[src/rtl/tc_merge_ctrl.sv]
// ----------------------------------------------------------------------------
// tc_merge_ctrl
//
// Purpose:
//   Sequences one K-tile accumulation job through a merge tree that has a fixed
//   issue-to-output latency. Each accepted beat is driven into the tree. The
//   first beat of a job takes a zero psum. Every later beat takes the tree's
//   own output as feedback, so no beat may issue while a previous beat is
//   still in flight. Each tree output is tagged either as an intermediate
//   partial sum or as the final result.
//
// Parameters:
//   LATENCY  merge-tree issue-to-output latency in cycles (only 3 is legal)
//   DW_CNT   width of the K-tile count and of k_idx_o
//
// Ports:
//   clk_i          single clock; all state changes on its rising edge
//   rst_ni         asynchronous active-low reset
//   start_i        start one accumulation job (ignored while busy_o = 1)
//   cfg_num_k_i    number of K-tile beats in the job
//   mult_valid_i   upstream presents one beat of products
//   mult_ready_o   controller accepts the beat this cycle
//   mt_in_valid_o  beat is driven into the merge tree this cycle
//   mt_psum_sel_o  psum mux select: 0 = zero, 1 = merge-tree feedback
//   acc_valid_o    merge-tree output holds an intermediate partial sum
//   res_valid_o    merge-tree output holds the final result
//   busy_o         job active (ISSUE or DRAIN)
//   done_o         one-cycle completion pulse
//   k_idx_o        index of the next beat to issue
//
// Optional feature (macro TC_MERGE_CTRL_PERF_EN):
//   perf_beat_cnt_o   saturating count of fired beats
//   perf_stall_cnt_o  saturating count of ISSUE cycles with mult_valid_i = 1
//                     and mult_ready_o = 0
// ----------------------------------------------------------------------------
module tc_merge_ctrl #(
    parameter int unsigned LATENCY = 3,
    parameter int unsigned DW_CNT  = 16
) (
    input  logic              clk_i,
    input  logic              rst_ni,
    input  logic              start_i,
    input  logic [DW_CNT-1:0] cfg_num_k_i,
    input  logic              mult_valid_i,
    output logic              mult_ready_o,
    output logic              mt_in_valid_o,
    output logic              mt_psum_sel_o,
    output logic              acc_valid_o,
    output logic              res_valid_o,
    output logic              busy_o,
    output logic              done_o,
    output logic [DW_CNT-1:0] k_idx_o
`ifdef TC_MERGE_CTRL_PERF_EN
    ,
    output logic [31:0]       perf_beat_cnt_o,
    output logic [31:0]       perf_stall_cnt_o
`endif
);

    // The hazard window and the valid pipeline below are sized for a 3-cycle tree.
    if (LATENCY != 3) begin : g_bad_latency
        $error("tc_merge_ctrl: LATENCY must be 3");
    end

    typedef enum logic [1:0] {
        StIdle,
        StIssue,
        StDrain
    } state_e;

    state_e              state_q, state_d;
    logic [DW_CNT-1:0]   k_idx_q, k_idx_d;
    logic [DW_CNT-1:0]   num_k_q, num_k_d;
    logic [LATENCY-1:0]  vld_q, vld_d;    // one bit per in-flight beat, oldest at MSB
    logic [LATENCY-1:0]  last_q, last_d;  // marks the in-flight beat that is the job's last
    logic                zero_done_q, zero_done_d;

    logic                fire;
    logic                last_beat;
    logic                hazard;
    logic                start_job;
    logic                start_empty;
    logic                out_vld;
    logic                out_last;

    // A beat issued in any of the last LATENCY-1 cycles has not yet produced the
    // feedback psum the next beat needs.
    assign hazard      = |vld_q[LATENCY-2:0];
    assign fire        = mult_valid_i & mult_ready_o;
    assign last_beat   = (k_idx_q == (num_k_q - DW_CNT'(1)));
    assign start_job   = (state_q == StIdle) & start_i & (cfg_num_k_i != '0);
    assign start_empty = (state_q == StIdle) & start_i & (cfg_num_k_i == '0);
    assign out_vld     = vld_q[LATENCY-1];
    assign out_last    = last_q[LATENCY-1];

    // ------------------------------------------------------------------------
    // FSM: state register
    // ------------------------------------------------------------------------
    always_ff @(posedge clk_i or negedge rst_ni) begin
        if (!rst_ni) begin
            state_q <= StIdle;
        end else begin
            state_q <= state_d;
        end
    end

    // ------------------------------------------------------------------------
    // FSM: next state
    // ------------------------------------------------------------------------
    always_comb begin
        state_d = state_q;
        unique case (state_q)
            StIdle: begin
                if (start_job) begin
                    state_d = StIssue;
                end
            end
            StIssue: begin
                if (fire && last_beat) begin
                    state_d = StDrain;
                end
            end
            StDrain: begin
                // Only the last beat can still be in flight here.
                if (out_vld) begin
                    state_d = StIdle;
                end
            end
            default: state_d = StIdle;
        endcase
    end

    // ------------------------------------------------------------------------
    // FSM: outputs
    // ------------------------------------------------------------------------
    always_comb begin
        mult_ready_o  = 1'b0;
        busy_o        = 1'b0;
        done_o        = zero_done_q;
        unique case (state_q)
            StIdle: begin
                busy_o = 1'b0;
            end
            StIssue: begin
                busy_o       = 1'b1;
                mult_ready_o = ~hazard;
            end
            StDrain: begin
                busy_o = 1'b1;
                done_o = out_vld & out_last;
            end
            default: begin
                busy_o = 1'b0;
            end
        endcase
    end

    assign mt_in_valid_o = fire;
    assign mt_psum_sel_o = (k_idx_q != '0);
    assign acc_valid_o   = out_vld & ~out_last;
    assign res_valid_o   = out_vld & out_last;
    assign k_idx_o       = k_idx_q;

    // ------------------------------------------------------------------------
    // Job counters and the in-flight pipeline
    // ------------------------------------------------------------------------
    always_comb begin
        k_idx_d     = k_idx_q;
        num_k_d     = num_k_q;
        zero_done_d = start_empty;
        vld_d       = {vld_q[LATENCY-2:0], fire};
        last_d      = {last_q[LATENCY-2:0], fire & last_beat};
        if (start_job) begin
            k_idx_d = '0;
            num_k_d = cfg_num_k_i;
        end else if (fire) begin
            k_idx_d = k_idx_q + DW_CNT'(1);
        end
    end

    always_ff @(posedge clk_i or negedge rst_ni) begin
        if (!rst_ni) begin
            k_idx_q     <= '0;
            num_k_q     <= '0;
            zero_done_q <= 1'b0;
            vld_q       <= '0;
            last_q      <= '0;
        end else begin
            k_idx_q     <= k_idx_d;
            num_k_q     <= num_k_d;
            zero_done_q <= zero_done_d;
            vld_q       <= vld_d;
            last_q      <= last_d;
        end
    end

`ifdef TC_MERGE_CTRL_PERF_EN
    // ------------------------------------------------------------------------
    // Saturating performance counters
    // ------------------------------------------------------------------------
    logic [31:0] perf_beat_q, perf_beat_d;
    logic [31:0] perf_stall_q, perf_stall_d;
    logic        stall;

    assign stall = (state_q == StIssue) & mult_valid_i & ~mult_ready_o;

    always_comb begin
        perf_beat_d  = perf_beat_q;
        perf_stall_d = perf_stall_q;
        if (fire && (perf_beat_q != '1)) begin
            perf_beat_d = perf_beat_q + 32'd1;
        end
        if (stall && (perf_stall_q != '1)) begin
            perf_stall_d = perf_stall_q + 32'd1;
        end
    end

    always_ff @(posedge clk_i or negedge rst_ni) begin
        if (!rst_ni) begin
            perf_beat_q  <= '0;
            perf_stall_q <= '0;
        end else begin
            perf_beat_q  <= perf_beat_d;
            perf_stall_q <= perf_stall_d;
        end
    end

    assign perf_beat_cnt_o  = perf_beat_q;
    assign perf_stall_cnt_o = perf_stall_q;
`endif

endmodule
[config.mk]
export PLATFORM = sky130hd
export DESIGN_NAME = tc_merge_ctrl
export DESIGN_NICKNAME = d
export VERILOG_FILES = /design/src/rtl/tc_merge_ctrl.sv
export SDC_FILE = /design/constraint.sdc
export NUM_CORES = 1
export LEC_CHECK = 0
export ABC_AREA = 1
export BUFFER_PORTS_ARGS = -buffer_cell sky130_fd_sc_hd__buf_2
export CORE_AREA = 2 2 77 71
export DETAILED_ROUTE_END_ITERATION = 12
export DIE_AREA = 0 0 79 73
export HOLD_SLACK_MARGIN = 0.08
export PLACE_DENSITY = 0.76
export SLEW_MARGIN = 10
export SYNTH_ARGS = -nofsm -noshare
export SYNTH_HDL_FRONTEND = slang
export SYNTH_SLANG_ARGS = --single-unit
[constraint.sdc]
create_clock -name clk_i -period 2 [get_ports clk_i]
set_input_delay 0.4 -clock clk_i [delete_from_list [all_inputs] [get_ports clk_i]]
set_output_delay 0.4 -clock clk_i [all_outputs]
set_load 0.01 [all_outputs]
==> summary.md, run 1 <==
| Metric | Value |
|---|---|
| CTS Buf Count | `5` |
| Tightest Pin Transition | `0.496 ns` |
| Clock Skew | `0.00733 ns` |
| HPWL Detailed | `5370 um` |
| Vias per inst | `5.38` |
| Cell-internal power | `2.16 mW` |
| Yosys cell types | `32` |
| Final Hold Viols | `0` |
| Clk pin slew, worst setup/hold paths | `0.07 ns` |
| Critical path arrival | `2.09 ns` |
| Fin crit share | `95.8%` |
| Fin crit period | `1.92 ns` |
| Die X | `79 um` |
| Core area | `0.00507 mm2` |
| Area Overhead vs Synth | `24.7%` |
| Worst Setup Path Type | `reg2reg` |
| Max-Cap Viols | `0` |
| Min Hold Slack | `0.320 ns` |
| Share of layout cells above drive strength 1 | `24.5%` |
| Combinational share of power | `52.9%` |
| Status | `finished, final reports clean` |
| Remaining DRCs | `0` |
| Clk buf depth | `2` |
| Max Fanout on Critical Path | `5` |
| Final instance area | `0.00331 mm2` |
| Detailed-routing iteration count for the pre-antenna-repair pass | `6` |
| Top-area cell type share of the netlist area | `38.6%` |
| Post-placement cell count | `489` |
| Leading area contributor after synthesis | `dfrtp_1` |
| DRT antenna net count | `0` |
| Worst Hold Depth | `3` |
| Initial DRC count | `227` |
| Sequential share of power | `33.2%` |
| Crit path required time | `2.18 ns` |
| Cell Area, Synth | `0.00266 mm2` |
| Post-DP Area | `0.00304 mm2` |
| Rows | `25` |
| GR Overflow Total | `0` |
| Global-route wire length before repair | `11,600 um` |
| Clock group share of total power | `13.9%` |
| Critical path startpoint category | `flop` |
| Initial core utilization | `52.4%` |
| Clk Latency, worst-skew pair | `0.29 ns` |
| Post-synthesis sequential area ratio | `38.6%` |
| WL per Instance | `14.2 um` |
| Vias in the first global route | `2,550` |
| CTS tree | `built` |
| Fin util | `65.3%` |
| DRT Wirelength | `7280 um` |
| EDFF count, synth | `0` |
| Slew Limit Fails | `0` |
| Largest net degree at the start of global routing | `29` |
| CTS Sinks | `41` |
| #FFs+latches synth | `41` |
| Layout Nets | `473` |
| Die Ht | `73 um` |
| Routability Congestion | `0.910` |
| Slew HR | `66.9%` |
| RSZ-0062 raised after global routing | `yes` |
| Pwr/cell area | `1190 mW/mm2` |
| Initial antenna violation count | `0` |
| Worst VDD drop | `0.607 mV` |
| Post-synthesis async set-or-reset flop share | `100%` |
| Ys flop type | `dfrtp_1` |
| Area of the die | `0.00577 mm2` |
| Most numerous cell in the Yosys netlist | `nand2_1` |
| Top post-synthesis cells by count | `113 x nand2_1, 48 x inv_1, 41 x dfrtp_1` |
| Syn_nets | `404` |
| Gate Count Post-Synth | `376` |
| CP Capture Type | `flop` |
| Synth Warn # | `0` |
| Root Driver | `clkbuf_8` |
| I/O Buffers | `42` |
| Ports | `43` |
| Syn_area_per_cell | `7.06 um2` |
| Register-to-Register Path Depth | `11` |
| CTS HTree Levels | `2` |
| Fin cells | `512` |
| ANT cells | `0` |
| Dominant cells by area after synthesis | `dfrtp_1 39%, nand2_1 16%, inv_1 6.8%` |
| Total number of vias | `2,756` |
| Net Sw Frac | `45.2%` |
| Max frequency | `522 MHz` |
| LEAKAGE | `1.76 nW` |
| Tot GR Track Use | `25.8%` |
| Setup violators final | `0` |
| Net Switching | `1.78 mW` |
| Min-delay worst type | `in2reg` |
[registers in the layout, indices dropped and copies added (netlist names)]
signal       cells
last_q           3
num_k_q         16
zero_done_q      1
state_q          2
k_idx_o         16
vld_q            3
[layout make-up]
class | instances | area, um2
inverters | 52 | 195
flip-flops and latches | 41 | 1030
multi-input cells | 274 | 1450
well taps | 67 | 83.8
repair buffers | 71 | 468
fillers | 475 | 1760
clock buffers | 7 | 86.3
[power by group through the flow]
stage	clock network (mW)	logic (mW)	registers (mW)
2_1_floorplan	0	1.30	1.25
3_3_place_gp	0	1.77	1.31
3_5_place_dp	0	1.84	1.31
4_1_cts	0.558	1.87	1.30
5_1_grt	0.590	2.38	1.33
6_report	0.547	2.08	1.31
[cells in the final DEF, fill, tap and decap left out, types with 6 or more instances in the layout]
cell,instances
nand2_1,111
inv_1,43
buf_2,42
dfrtp_1,38
nor2_1,33
nand3_1,27
buf_4,25
o21ai_0,19
nand4_1,10
inv_2,8
xor2_1,8
a21oi_1,8
nor3_1,7
ha_1,6
clkbuf_8,6
[per-stage QoR]
stage,setup TNS (ns),setup slack [ns],total power [mW]
final,0,0.0850,3.94
after global routing,-0.265,-0.102,4.30
after CTS,0,0.00864,3.73
after detailed placement,-0.0710,-0.0287,3.15
after global placement,0,0.0196,3.08
after floorplan,0,0.152,2.55
[per-layer routing]
metal / share of wire (%) / GRT usage [%] / vias to the layer above
met2: 48 / 43.5 / 122
met5: 0 / 0 / -
met4: 1.6 / 7.66 / 0
met3: 6.8 / 5.32 / 22
met1: 44 / 33.7 / 1275
li1: - / - / 1337
[cells by family (layout without fill, tap and decap cells)]
family / Yosys count / after routing / synth area share, %
simple gates: 218 / 218 / 37.3
fa+ha+maj: 8 / 8 / 3.77
flops: 41 / 41 / 38.6
xor+xnor: 13 / 13 / 4.29
compound gates: 35 / 35 / 7.02
buf+inv: 61 / 130 / 8.95
[path summary, 6_finish.rpt]
kind                                  from           to  slack (ns)
max                             state_q[1]   k_idx_o[9]        0.08
min                        cfg_num_k_i[13]  num_k_q[13]        0.32
max reg2reg                     state_q[1]   k_idx_o[9]        0.08
min reg2reg                      last_q[1]    last_q[2]        0.37
max in group asynchronous           rst_ni   k_idx_o[7]        0.90
min in group asynchronous           rst_ni   num_k_q[7]        0.60
[worst max-delay path, stage by stage, from the launching register on]
cell     delay, ns
dfrtp_1       0.39
inv_2         0.10
ha_4          0.15
nand3_2       0.09
inv_2         0.08
nand2_4       0.07
nor3_1        0.20
nand4_1       0.18
nor2_2        0.20
nand2_1       0.10
o21ai_0       0.18
a21oi_1       0.06
[timing repair]
action	4_1_cts	5_1_grt
gates resized for setup	4	17
hold endpoints to repair	15	0
setup buffers	4	11
endpoints found under the setup margin	5	10
pin swaps	3	10
hold buffers	1	0
Power figures use the tool's default switching activity.
==> run 2: changes to the inputs <==
--- a/config.mk
+++ b/config.mk
@@ -5,12 +5,12 @@
 export SDC_FILE = /design/constraint.sdc
 export NUM_CORES = 1
 export LEC_CHECK = 0
-export ABC_AREA = 1
 export BUFFER_PORTS_ARGS = -buffer_cell sky130_fd_sc_hd__buf_2
-export CORE_AREA = 2 2 77 71
+export CORE_AREA = 2 2 75 70
 export DETAILED_ROUTE_END_ITERATION = 12
-export DIE_AREA = 0 0 79 73
+export DIE_AREA = 0 0 77 72
 export HOLD_SLACK_MARGIN = 0.08
+export MAX_ROUTING_LAYER = met4
 export PLACE_DENSITY = 0.76
 export SLEW_MARGIN = 10
 export SYNTH_ARGS = -nofsm -noshare
==> summary.md, run 2 <==
| Metric | Value |
|---|---|
| EDFF count, synth | `0 (unchanged)` |
| WL per Instance | `15.8 um (+11%)` |
| CTS Sinks | `41 (unchanged)` |
| CTS HTree Levels | `2 (unchanged)` |
| Fin util | `73.3% (+8.0 points)` |
| Tot GR Track Use | `25.2% (-0.57 points)` |
| Post-synthesis async set-or-reset flop share | `100% (unchanged)` |
| CP Capture Type | `flop` |
| Final instance area | `0.00348 mm2 (+5.1%)` |
| Pwr/cell area | `1180 mW/mm2 (-0.53%)` |
| Final Hold Viols | `0 (unchanged)` |
| Root Driver | `clkbuf_8` |
| #FFs+latches synth | `41 (unchanged)` |
| Clock group share of total power | `12.5% (-1.4 points)` |
| Crit path required time | `2.21 ns (+0.03 ns)` |
| Status | `finished, violations left` |
| Most common cell after layout, fill and taps aside | `buf_4` |
| Clk buf depth | `2 (unchanged)` |
| Syn_nets | `288 (-29%)` |
| Worst slack, placed | `-0.597 ns (-0.568 ns)` |
| Critical path arrival | `2.76 ns (+0.67 ns)` |
| LEAKAGE | `1.62 nW (-7.6%)` |
| Die X | `77 um (-2.5%)` |
| Most frequent cells in the layout | `56 x buf_4, 42 x buf_2, 41 x dfrtp_1` |
| Detailed-routing iteration count for the pre-antenna-repair pass | `4 (-2)` |
| Max Fanout on Critical Path | `8 (+3)` |
| Leading area contributor after synthesis | `dfrtp_1` |
| Max frequency | `392 MHz (-25%)` |
| Global-route wire length before repair | `10,800 um (-6.8%)` |
| RSZ-0062 raised after global routing | `yes` |
| Vias in the first global route | `2,245 (-12%)` |
| Slowest CP cell | `or4b_1` |
| CTS tree | `built` |
| Remaining DRCs | `0 (unchanged)` |
| Top-area cell type share of the netlist area | `40.8% (+2.2 points)` |
| Worst Hold Depth | `3 (unchanged)` |
| Most numerous cell in the Yosys netlist | `dfrtp_1` |
| Clock Skew | `0.00826 ns (+0.000924 ns)` |
| Worst-path cell chain | `inv_2, ha_4, or4b_4, or4b_1, a211o_1, and3_4, nor4_4, nand3_1, o211ai_1` |
| WL met2 | `3380 um (-2.4%)` |
| Ports | `43 (unchanged)` |
| Top layer in use | `met4` |
| Slew HR | `68.4% (+1.4 points)` |
| Cell-internal power | `2.53 mW (+17%)` |
| Cell family with most CP delay | `simple AND/OR/NAND/NOR gates` |
| Gate Count Post-Synth | `260 (-31%)` |
| Fin crit share | `127% (+32 points)` |
| Rows | `24 (-4.0%)` |
| Yosys cell types | `47 (+47%)` |
| Area of the die | `0.00554 mm2 (-3.9%)` |
| DRT antenna net count | `0 (unchanged)` |
| Crit path buf inv count | `1 (-1)` |
| Clk Latency, worst-skew pair | `0.29 ns (about the same)` |
| Core area | `0.00474 mm2 (-6.4%)` |
| Total number of vias | `2,380 (-14%)` |
| Fin crit period | `2.55 ns (+0.633 ns)` |
| Net Switching | `1.59 mW (-11%)` |
| Net Sw Frac | `38.6% (-6.6 points)` |
| Max-Cap Viols | `0 (unchanged)` |
| Failing checks | `negative setup slack` |
| ANT cells | `0 (unchanged)` |
| Worst Setup Path Type | `reg2reg` |
| Tightest Pin Transition | `0.468 ns (-0.0282 ns)` |
| Overall power | `4.11 mW (+4.5%)` |
| GR Overflow Total | `0 (unchanged)` |
| Critical path startpoint category | `flop` |
| DRT Wirelength | `6700 um (-7.9%)` |
| Top post-synthesis cells by count | `41 x dfrtp_1, 20 x nor2_1, 19 x xor2_1` |
| CTS Buf Count | `5 (unchanged)` |
| Post-placement cell count | `405 (-17%)` |
| Worst VDD drop | `0.838 mV (+38%)` |
| Combinational share of power | `57.7% (+4.8 points)` |
| Dominant cells by area after synthesis | `dfrtp_1 41%, xor2_1 6.6%, mux2_2 6.3%` |
| Largest net degree at the start of global routing | `24 (-17%)` |
| Critical Path Max Stage Delay | `0.52 ns (+0.13 ns)` |
| Post-DP Area | `0.00319 mm2 (+4.9%)` |
| Syn_area_per_cell | `9.67 um2 (+37%)` |
| Ys flop type | `dfrtp_1` |
| Setup violators final | `4 (+4)` |
| Vias per inst | `5.63 (+4.5%)` |
| Share of layout cells above drive strength 1 | `42.7% (+18 points)` |
| Sequential share of power | `29.8% (-3.4 points)` |
| Metal3 WL | `430 um (-13%)` |
| Fillcell total | `356 (-25%)` |
| Cell Area, Synth | `0.00251 mm2 (-5.3%)` |
| Clk pin slew, worst setup/hold paths | `0.07 ns (about the same)` |
| Layout Nets | `385 (-19%)` |
| Synth Warn # | `0 (unchanged)` |
| Initial antenna violation count | `0 (unchanged)` |
| Slew Limit Fails | `0 (unchanged)` |
| Initial core utilization | `53.0% (+0.58 points)` |
| Initial DRC count | `169 (-26%)` |
| Fin cells | `423 (-17%)` |
| Register-to-Register Path Depth | `9 (-2)` |
| Die Ht | `72 um (-1.4%)` |
| Met1 WL | `2810 um (-12%)` |
| Slack of the critical path | `-0.548 ns (-0.633 ns)` |
| HPWL Detailed | `4960 um (-7.6%)` |
| Area Overhead vs Synth | `38.4%` |
| Instance count on the critical path | `9 (-2)` |
| I/O Buffers | `42 (unchanged)` |
| Post-synthesis sequential area ratio | `40.8% (+2.2 points)` |
| Routability Congestion | `1.06 (+16%)` |
| Min-delay worst type | `in2reg` |
run 2: path summary, 6_finish.rpt:
check	slack, ns	startpoint	endpoint
worst max-delay path	-0.55	num_k_q[1]	state_q[1]
worst min-delay path	0.34	cfg_num_k_i[1]	num_k_q[1]
worst max register to register	-0.55	num_k_q[1]	state_q[1]
worst min register to register	0.35	last_q[1]	last_q[2]
max in group asynchronous	0.92	rst_ni	num_k_q[2]
min in group asynchronous	0.59	rst_ni	vld_q[0]
run 2: cells by family (layout without fill, tap and decap cells):
family	count (synthesis)	in the layout	synth area share, %
xor+xnor	29	29	10.1
flops	41	41	40.8
simple gates	106	106	24.8
buf+inv	23	121	3.78
fa+ha+maj	8	8	3.98
mux	15	15	6.67
compound gates	38	38	9.86
run 2: layer usage:
layer	up-vias	GRT usage, %
li1	1134	-
met1	1137	32.7
met2	99	41.7
met3	10	4.48
met4	0	6.35
met5	-	-
run 2: through the flow:
| stage | hold slack (ns) | TNS, ns |
|---|---|---|
| floorplan | 0.104 | -1.41 |
| global placement | 0.333 | -1.48 |
| detailed placement | 0.335 | -1.74 |
| CTS | 0.322 | -1.51 |
| global route | 0.354 | -2.28 |
| finish | 0.335 | -1.51 |
run 2: area by class of cell:
class	count	area [um2]	share of cell area (%)
tap	65	81.3	2.34
inverter	9	36.3	1.04
multi-input combinational	196	1540	44.3
sequential	41	1030	29.5
timing repair buffer	104	714	20.5
clock buffer	8	80.1	2.30
run 2: power groups by stage:
stage	Sequential [mW]	Clock, mW	Combinational [mW]
6_report	1.23	0.515	2.37
5_1_grt	1.25	0.561	2.59
4_1_cts	1.22	0.533	2.32
3_5_place_dp	1.23	0	2.14
3_3_place_gp	1.22	0	2.09
2_1_floorplan	1.29	0	1.20
run 2: tightest hold or removal path, cell delays in order:
cell and delay, ns:
buf_2 0.09, nand2_1 0.04, o21ai_0 0.06
run 2: what timing repair did:
item / CTS / global route
pin swaps: 6 / 14
buffers inserted: 8 / 3
hold buffers: 1 / 0
resized for setup: 13 / 17
hold endpoints to repair: 19 / 0
setup endpoints to repair: 9 / 16
